## src/rtl/wide_add_pkg.sv

```systemverilog
// Shared types and defaults for the sliced wide adder.
// Optional WIDE_ADD_OVF_EN adds a signed-overflow flag.
package wide_add_pkg;

  localparam int W_DEF     = 128;
  localparam int CHUNK_DEF = 32;

  typedef enum logic [1:0] {
    IDLE = 2'd0,
    ADD  = 2'd1,
    DONE = 2'd2
  } state_e;

  // A single-slice build still needs a 1-bit index.
  function automatic int idx_w(input int n);
    return (n > 1) ? $clog2(n) : 1;
  endfunction

endpackage

```

## src/rtl/wide_add_sequencer_if.sv

```systemverilog
// Operand/result handshake bundle for wide_add_sequencer.
// Carries ovf only when WIDE_ADD_OVF_EN is defined.
interface wide_add_sequencer_if
  import wide_add_pkg::*;
#(
  parameter int W = W_DEF
);

  logic         in_valid;
  logic         in_ready;
  logic [W-1:0] a;
  logic [W-1:0] b;
  logic         cin;
  logic         out_valid;
  logic         out_ready;
  logic [W-1:0] sum;
  logic         cout;
  logic         busy;
`ifdef WIDE_ADD_OVF_EN
  logic         ovf;
`endif

  modport master (
    output in_valid, a, b, cin, out_ready,
    input  in_ready, out_valid, sum, cout,
`ifdef WIDE_ADD_OVF_EN
    input  ovf,
`endif
    input  busy
  );

  modport slave (
    input  in_valid, a, b, cin, out_ready,
    output in_ready, out_valid, sum, cout,
`ifdef WIDE_ADD_OVF_EN
    output ovf,
`endif
    output busy
  );

endinterface

```

## src/rtl/ripple_slice_adder.sv

```systemverilog
// CHUNK-bit ripple-carry adder built from full_adder cells.
// One instance is time-shared across all slices of the wide add.
module full_adder (
  input  logic a,
  input  logic b,
  input  logic ci,
  output logic s,
  output logic co
);

  logic p;

  assign p  = a ^ b;
  assign s  = p ^ ci;
  assign co = (a & b) | (ci & p);

endmodule

module ripple_slice_adder #(
  parameter int CHUNK = 32
) (
  input  logic [CHUNK-1:0] a,
  input  logic [CHUNK-1:0] b,
  input  logic             cin,
  output logic [CHUNK-1:0] s,
  output logic             cout
);

  logic [CHUNK:0] c;

  assign c[0] = cin;
  assign cout = c[CHUNK];

  for (genvar i = 0; i < CHUNK; i++) begin : g_fa
    full_adder u_fa (
      .a  (a[i]),
      .b  (b[i]),
      .ci (c[i]),
      .s  (s[i]),
      .co (c[i+1])
    );
  end

endmodule

```

## src/rtl/wide_add_sequencer.sv

```systemverilog
// Multi-cycle W-bit adder: one CHUNK slice per cycle, LSB first.
// Define WIDE_ADD_OVF_EN to add the signed-overflow output ovf.
module wide_add_sequencer
  import wide_add_pkg::*;
#(
  parameter int W     = W_DEF,
  parameter int CHUNK = CHUNK_DEF
) (
  input  logic                 clk,
  input  logic                 rst_n,
  wide_add_sequencer_if.slave  bus
);

  localparam int N  = W / CHUNK;
  localparam int IW = idx_w(N);
  localparam logic [IW-1:0] LAST = IW'(N - 1);

  typedef logic [N-1:0][CHUNK-1:0] vec_t;

  state_e        state_q, state_d;
  vec_t          a_q, a_d;
  vec_t          b_q, b_d;
  vec_t          sum_q, sum_d;
  logic [IW-1:0] idx_q, idx_d;
  logic          carry_q, carry_d;
  logic          cout_q, cout_d;
`ifdef WIDE_ADD_OVF_EN
  logic          ovf_q, ovf_d;
`endif

  logic [CHUNK-1:0] sl_s;
  logic             sl_co;
  logic             last;

  ripple_slice_adder #(
    .CHUNK (CHUNK)
  ) u_slice (
    .a    (a_q[idx_q]),
    .b    (b_q[idx_q]),
    .cin  (carry_q),
    .s    (sl_s),
    .cout (sl_co)
  );

  assign last = (idx_q == LAST);

  always_comb begin
    state_d = state_q;
    a_d     = a_q;
    b_d     = b_q;
    sum_d   = sum_q;
    idx_d   = idx_q;
    carry_d = carry_q;
    cout_d  = cout_q;
`ifdef WIDE_ADD_OVF_EN
    ovf_d   = ovf_q;
`endif
    unique case (state_q)
      IDLE: begin
        if (bus.in_valid) begin
          a_d     = bus.a;
          b_d     = bus.b;
          carry_d = bus.cin;
          idx_d   = '0;
          state_d = ADD;
        end
      end
      ADD: begin
        sum_d[idx_q] = sl_s;
        carry_d      = sl_co;
        if (last) begin
          cout_d  = sl_co;
          state_d = DONE;
`ifdef WIDE_ADD_OVF_EN
          // MSB carry-in equals a^b^s at the top bit.
          ovf_d = a_q[N-1][CHUNK-1]
                ^ b_q[N-1][CHUNK-1]
                ^ sl_s[CHUNK-1]
                ^ sl_co;
`endif
        end else begin
          idx_d = idx_q + 1'b1;
        end
      end
      DONE: begin
        if (bus.out_ready) begin
          state_d = IDLE;
        end
      end
      default: state_d = IDLE;
    endcase
  end

  always_ff @(posedge clk or negedge rst_n) begin
    if (!rst_n) begin
      state_q <= IDLE;
      a_q     <= '0;
      b_q     <= '0;
      sum_q   <= '0;
      idx_q   <= '0;
      carry_q <= 1'b0;
      cout_q  <= 1'b0;
`ifdef WIDE_ADD_OVF_EN
      ovf_q   <= 1'b0;
`endif
    end else begin
      state_q <= state_d;
      a_q     <= a_d;
      b_q     <= b_d;
      sum_q   <= sum_d;
      idx_q   <= idx_d;
      carry_q <= carry_d;
      cout_q  <= cout_d;
`ifdef WIDE_ADD_OVF_EN
      ovf_q   <= ovf_d;
`endif
    end
  end

  assign bus.in_ready  = (state_q == IDLE);
  assign bus.out_valid = (state_q == DONE);
  assign bus.busy      = (state_q != IDLE);
  assign bus.sum       = sum_q;
  assign bus.cout      = cout_q;
`ifdef WIDE_ADD_OVF_EN
  assign bus.ovf       = ovf_q;
`endif

endmodule

```

## src/flat_wrapper.sv

```systemverilog
// flat-port wrapper written by rule: the top's interface ports become plain ports
module wide_add_sequencer_flat import wide_add_pkg::*;
#(
  parameter int W     = W_DEF,
  parameter int CHUNK = CHUNK_DEF
)
  (clk, rst_n, bus_in_valid, bus_a, bus_b, bus_cin, bus_out_ready, bus_in_ready, bus_out_valid, bus_sum, bus_cout, bus_busy);
  wide_add_sequencer_if #(.W(W)) bus_i ();
  input  logic clk;
  input  logic rst_n;
  input wire logic [$bits(bus_i.in_valid)-1:0] bus_in_valid;
  input wire logic [$bits(bus_i.a)-1:0] bus_a;
  input wire logic [$bits(bus_i.b)-1:0] bus_b;
  input wire logic [$bits(bus_i.cin)-1:0] bus_cin;
  input wire logic [$bits(bus_i.out_ready)-1:0] bus_out_ready;
  output wire logic [$bits(bus_i.in_ready)-1:0] bus_in_ready;
  output wire logic [$bits(bus_i.out_valid)-1:0] bus_out_valid;
  output wire logic [$bits(bus_i.sum)-1:0] bus_sum;
  output wire logic [$bits(bus_i.cout)-1:0] bus_cout;
  output wire logic [$bits(bus_i.busy)-1:0] bus_busy;
  assign bus_i.in_valid = bus_in_valid;
  assign bus_i.a = bus_a;
  assign bus_i.b = bus_b;
  assign bus_i.cin = bus_cin;
  assign bus_i.out_ready = bus_out_ready;
  assign bus_in_ready = bus_i.in_ready;
  assign bus_out_valid = bus_i.out_valid;
  assign bus_sum = bus_i.sum;
  assign bus_cout = bus_i.cout;
  assign bus_busy = bus_i.busy;
  wide_add_sequencer #(.W(W), .CHUNK(CHUNK)) u_core (.clk(clk), .rst_n(rst_n), .bus(bus_i));
endmodule
```

## config.mk

```make
export PLATFORM = sky130hd
export DESIGN_NAME = wide_add_sequencer_flat
export DESIGN_NICKNAME = d
export VERILOG_FILES = /design/src/rtl/wide_add_pkg.sv /design/src/rtl/wide_add_sequencer_if.sv /design/src/rtl/ripple_slice_adder.sv /design/src/rtl/wide_add_sequencer.sv /design/src/flat_wrapper.sv
export SDC_FILE = /design/constraint.sdc
export NUM_CORES = 1
export LEC_CHECK = 0
export CELL_PAD_IN_SITES_DETAIL_PLACEMENT = 2
export CELL_PAD_IN_SITES_GLOBAL_PLACEMENT = 2
export CORE_UTILIZATION = 46
export CTS_CLUSTER_SIZE = 24
export DETAILED_ROUTE_END_ITERATION = 10
export DONT_BUFFER_PORTS = 1
export PLACE_DENSITY = 0.92
export SYNTH_ARGS = -nofsm -noshare
export SYNTH_HDL_FRONTEND = slang
export SYNTH_SLANG_ARGS = --single-unit
```

## constraint.sdc

```tcl
create_clock -name clk -period 17.03 [get_ports clk]
set_clock_uncertainty 0.1 [all_clocks]
set_input_delay 0 -clock clk [delete_from_list [all_inputs] [get_ports clk]]
set_output_delay 0 -clock clk [all_outputs]
set_load 0.005 [all_outputs]
```

==> results of run 1 <==
[worst min-delay path by stage]
stage | startpoint | endpoint | slack, ps
2_1_floorplan | rst_n | u_core.a_q[0]$_DFFE_PN0P_ | -400
3_3_place_gp | rst_n | u_core.b_q[106]$_DFFE_PN0P_ | -390
3_5_place_dp | rst_n | u_core.b_q[106]$_DFFE_PN0P_ | -390
4_1_cts | bus_b[121] | u_core.b_q[121]$_DFFE_PN0P_ | 0.01
5_1_grt | bus_b[28] | u_core.b_q[28]$_DFFE_PN0P_ | 4
6_report | bus_b[28] | u_core.b_q[28]$_DFFE_PN0P_ | 20
[cell families after synthesis]
family / after synthesis / share of synthesized area (%)
adders and majority gates: 36 / 3.88
AOI/OAI and AO/OA: 19 / 0.548
and+or+nand+nor: 24 / 0.724
buffers and inverters: 71 / 3.96
muxes: 440 / 36.1
DFF: 390 / 54.8
[layout make-up]
cell class,instances,area [µm²],share of cell area [%]
antenna,32,80.1,0.358
clock buffer,70,1280,5.73
clock inverter,5,50.0,0.224
inverter,12,45.0,0.202
multi-input combinational,519,7340,32.9
sequential,390,9770,43.7
tap,511,639,2.86
timing repair buffer,311,3140,14.1
[cell usage after synthesis]
library cell,n
a21oi_1,4
a22oi_1,1
and2_4,1
buf_1,5
buf_12,22
buf_2,17
buf_4,2
buf_6,7
clkbuf_1,6
dfrtp_1,390
fa_1,32
ha_1,4
inv_1,11
inv_2,1
mux2_1,4
mux2_2,172
mux2_4,200
mux4_2,64
nand2_1,11
nand3b_1,4
nor2_1,3
nor2b_1,1
nor3_1,1
nor3b_1,1
nor4bb_1,1
o21ai_0,14
or2_4,1
[placed cells by master, fill, tap and decap left out, types with 6 or more instances in the layout]
master	n
buf_4	10
clkbuf_1	19
clkbuf_16	45
clkbuf_8	6
dfrtp_1	388
diode_2	32
dlygate4sd3_1	298
fa_1	32
inv_1	11
mux2_2	172
mux2_4	200
mux4_2	64
nand2_1	11
o21ai_0	14
[registers in the layout, summed over array words and instances (netlist names)]
signal,count
u_core.idx_q,2
u_core.b_q,128
u_core.state_q,2
u_core.a_q,128
u_core.carry_q,1
u_core.bus.cout,1
u_core.bus.sum,128
[per-stage QoR]
step	setup slack, ps	instance area [µm²]
floorplan	3190	17800
global placement	2250	17900
detailed placement	1870	17900
CTS	1730	22200
global route	790	22300
finish	1190	22300
[report_power, final]
part / internal (mW) / switching [mW] / total (mW)
clock: 0.528 / 0.432 / 0.960
combinational: 1.47 / 1.54 / 3.01
sequential: 1.43 / 0.530 / 1.96
[timing repair]
action                                  CTS  global route
hold buffers                            298             1
endpoints found under the hold margin   651            51
endpoints found under the setup margin    0             0
[per-layer routing]
| layer | global-route usage, % | routed length, µm | vias to the layer above |
|---|---|---|---|
| met5 | 0 | 13 | - |
| met4 | 14.9 | 4660 | 2 |
| met3 | 6.78 | 3900 | 237 |
| met2 | 62.8 | 39000 | 526 |
| met1 | 37.0 | 25600 | 5860 |
| li1 | - | - | 4173 |
==> metrics.txt, run 1 <==
die height 199 µm; total power 5.93 mW; first-pass GRT wire length 93400 µm; P&R area growth vs syn 25.5%; Period minus WS final 15840 ps; Non-Filler Instances 1850; CP peak stage delay 910 ps; measured slew at the worst slew-check pin 1280 ps; routed vias 10798; HP Class primary input to flip-flop; clk slew on worst S/H paths 70 ps; clk buf depth 3; Worst Path Required 17410 ps; most frequent CP cell fa_1; CTS tree done; syn nets 1277; largest cells by area after synthesis dfrtp_1 55%, mux2_4 17%, mux2_2 11%, mux4_2 8.1%, fa_1 3.6%; Worst Path Buf+Inv 3; Row Count 71; arrival time at the worst endpoint 16220 ps; CTS resizes 0; Worst R2R Setup Slack 1190 ps; Sink Count 390; first-pass detailed-route iteration total 4; RSZ-0062 raised after global routing no; vias per inst 5.84; final period utilization 93.0%; Critical Path Source u_core.idx_q[0]$_DFFE_PN0P_; crit path max fanout 35; H-tree depth 2; Max rail drop VDD 187 µV; run status finished clean; MaxCap Viol Count 0; Layout fillers 3132; # Post-CTS Setup Buffers 0; WHS Path Cells 2; Setup Viol. Count Final 0; DRT iter0 DRCs 589; wire per inst 39.6 µm; Fin. Hold Viols 0; Leakage 9.59 nW; Ports 393; Worst Reg-to-Reg Cells 37; placed insts 1442; Avg Cell Area, Syn 18.2 µm²; clk root buf clkbuf_16; Mapped Area 17800 µm²; Distinct cells, synth 27; Core Region 37800 µm²; Slew Limit Headroom 14.4%; Crit Reg-Reg Endpoint u_core.bus.sum[31]$_DFFE_PN0P_; fin util 59.0%; end point of the critical path u_core.bus.sum[31]$_DFFE_PN0P_; Top delay family on crit path adder cells; Setup crit end kind flip-flop; post-DP HPWL 35100 µm; max-slew violation count 0; vias in the first global route 12682; port buffer count 0; nets 1574; #FFs+latches synth 390; worst setup path class flip-flop to flip-flop; die area 39500 µm²; fmax 63.1 MHz; residual DRC count 0; gr usage total 33.8%; RR Startpoint u_core.idx_q[0]$_DFFE_PN0P_; Congestion Overflow GR 0; yosys warns 0; worst-skew pair later-pin latency 580 ps; largest net degree at the start of global routing 391; register area share after synthesis 54.8%; initial antenna violation count 15; PD cells 265 nW/µm²; Post-Route WL 73200 µm; post-synth top area share 54.8%; Die W 199 µm; share of layout cells above drive strength 1 39.0%; Initial Util 47.1%; Crit path depth 37; setup tns final 0 ps; slowest CP cell dfrtp_4; post-synth top area cell dfrtp_1; GP Congestion 0.796; DRT antenna net count 0; CP startpoint kind flip-flop; hold_ws 18.7 ps; Gate Count Post-Synth 980; cts bufs inserted 43
(Power assumes the default switching activity.)
==> run 2: changes to the inputs <==
--- a/config.mk
+++ b/config.mk
@@ -11,7 +11,8 @@
 export CTS_CLUSTER_SIZE = 24
 export DETAILED_ROUTE_END_ITERATION = 10
 export DONT_BUFFER_PORTS = 1
-export PLACE_DENSITY = 0.92
+export PLACE_DENSITY_LB_ADDON = 0.2
+export SLEW_MARGIN = 20
 export SYNTH_ARGS = -nofsm -noshare
 export SYNTH_HDL_FRONTEND = slang
 export SYNTH_SLANG_ARGS = --single-unit
==> metrics.txt, run 2 <==
run status did not finish; Failed at clock tree synthesis; Run Error [ERROR RSZ-0060] Max buffer count reached.; GP Congestion 0.794 (-0.23%); number of flops mapped to enable cells by yosys 0 (unchanged); Avg Cell Area, Syn 18.2 µm² (unchanged); FFs w/ async S/R, synth 100% (unchanged); Sink Count 390 (unchanged); syn nets 1277 (unchanged); Die W 199 µm (unchanged); # Post-CTS Setup Buffers 0 (unchanged); hold buffers post-CTS 303 (+1.7%); post-synth top area cell dfrtp_1; Initial Util 47.1% (unchanged); clk buf depth 3 (unchanged); largest cells by area after synthesis dfrtp_1 55%, mux2_4 17%, mux2_2 11%, mux4_2 8.1%, fa_1 3.6%; post-DP HPWL 31900 µm (-9.2%); Row Count 71 (unchanged); Ports 393 (unchanged); H-tree depth 2 (unchanged); die height 199 µm (unchanged); synth cell count leaders 390 x dfrtp_1, 200 x mux2_4, 172 x mux2_2; Gate Count Post-Synth 980 (unchanged); CTS resizes 0 (unchanged); post-synth top area share 54.8% (unchanged); cts bufs inserted 43 (unchanged); Distinct cells, synth 27 (unchanged); yosys warns 0 (unchanged); #FFs+latches synth 390 (unchanged); Main synth FF type dfrtp_1; clk root buf clkbuf_16; register area share after synthesis 54.8% (unchanged); port buffer count 0 (unchanged); top-count cell post-synth dfrtp_1; Mapped Area 17800 µm² (unchanged)
-- run 2: cell families after synthesis --
logic type	after synthesis	synth area share, %
buf+inv	71	3.96
simple gates	24	0.724
compound gates	19	0.548
fa+ha+maj	36	3.88
mux	440	36.1
flops	390	54.8
-- run 2: metrics by stage --
step	instances	area [µm²]	hold WS, ps	setup slack [ps]
floorplan	980	17800	-396	3190
global placement	1443	17900	-388	2490
detailed placement	1443	17900	-388	2280
==> run 3: changes to the inputs <==
--- a/config.mk
+++ b/config.mk
@@ -5,13 +5,10 @@
 export SDC_FILE = /design/constraint.sdc
 export NUM_CORES = 1
 export LEC_CHECK = 0
-export CELL_PAD_IN_SITES_DETAIL_PLACEMENT = 2
-export CELL_PAD_IN_SITES_GLOBAL_PLACEMENT = 2
-export CORE_UTILIZATION = 46
-export CTS_CLUSTER_SIZE = 24
+export CORE_UTILIZATION = 40
 export DETAILED_ROUTE_END_ITERATION = 10
 export DONT_BUFFER_PORTS = 1
-export PLACE_DENSITY_LB_ADDON = 0.2
+export PLACE_DENSITY_LB_ADDON = 0.15
 export SLEW_MARGIN = 20
 export SYNTH_ARGS = -nofsm -noshare
 export SYNTH_HDL_FRONTEND = slang
==> metrics.txt, run 3 <==
post-DP HPWL 28700 µm (-9.9%); yosys warns 0 (unchanged); #FFs+latches synth 390 (unchanged); synth cell count leaders 390 x dfrtp_1, 200 x mux2_4, 172 x mux2_2; Failed at clock tree synthesis; Die W 213 µm (+7.2%); Initial Util 41.0% (-6.1 points); cts bufs inserted 45 (+4.7%); Distinct cells, synth 27 (unchanged); GP Congestion 0.722 (-9.1%); register area share after synthesis 54.8% (unchanged); clk root buf clkbuf_16; syn nets 1277 (unchanged); top-count cell post-synth dfrtp_1; CTS resizes 0 (unchanged); FFs w/ async S/R, synth 100% (unchanged); largest cells by area after synthesis dfrtp_1 55%, mux2_4 17%, mux2_2 11%, mux4_2 8.1%, fa_1 3.6%; port buffer count 0 (unchanged); Sink Count 390 (unchanged); die height 213 µm (+7.2%); clk buf depth 3 (unchanged); post-synth top area cell dfrtp_1; Mapped Area 17800 µm² (unchanged); hold buffers post-CTS 321 (+5.9%); run status did not finish; Main synth FF type dfrtp_1; H-tree depth 2 (unchanged); Ports 393 (unchanged); Gate Count Post-Synth 980 (unchanged); Avg Cell Area, Syn 18.2 µm² (unchanged); Run Error [ERROR RSZ-0060] Max buffer count reached.; post-synth top area share 54.8% (unchanged); # Post-CTS Setup Buffers 0 (unchanged); number of flops mapped to enable cells by yosys 0 (unchanged); Row Count 76 (+7.0%)
run 3: logic make-up after synthesis:
logic type / count (synthesis) / synth area share (%)
buf+inv: 71 / 3.96
mux: 440 / 36.1
simple gates: 24 / 0.724
compound gates: 19 / 0.548
fa+ha+maj: 36 / 3.88
flops: 390 / 54.8
run 3: metrics by stage:
step                hold WS (ps)  area [µm²]  util (%)  std cells  worst slack [ps]
floorplan                   -396       17800         -        980              3190
detailed placement          -383       18000      41.4       1519              2220
global placement            -383       18000      41.4       1519              2330
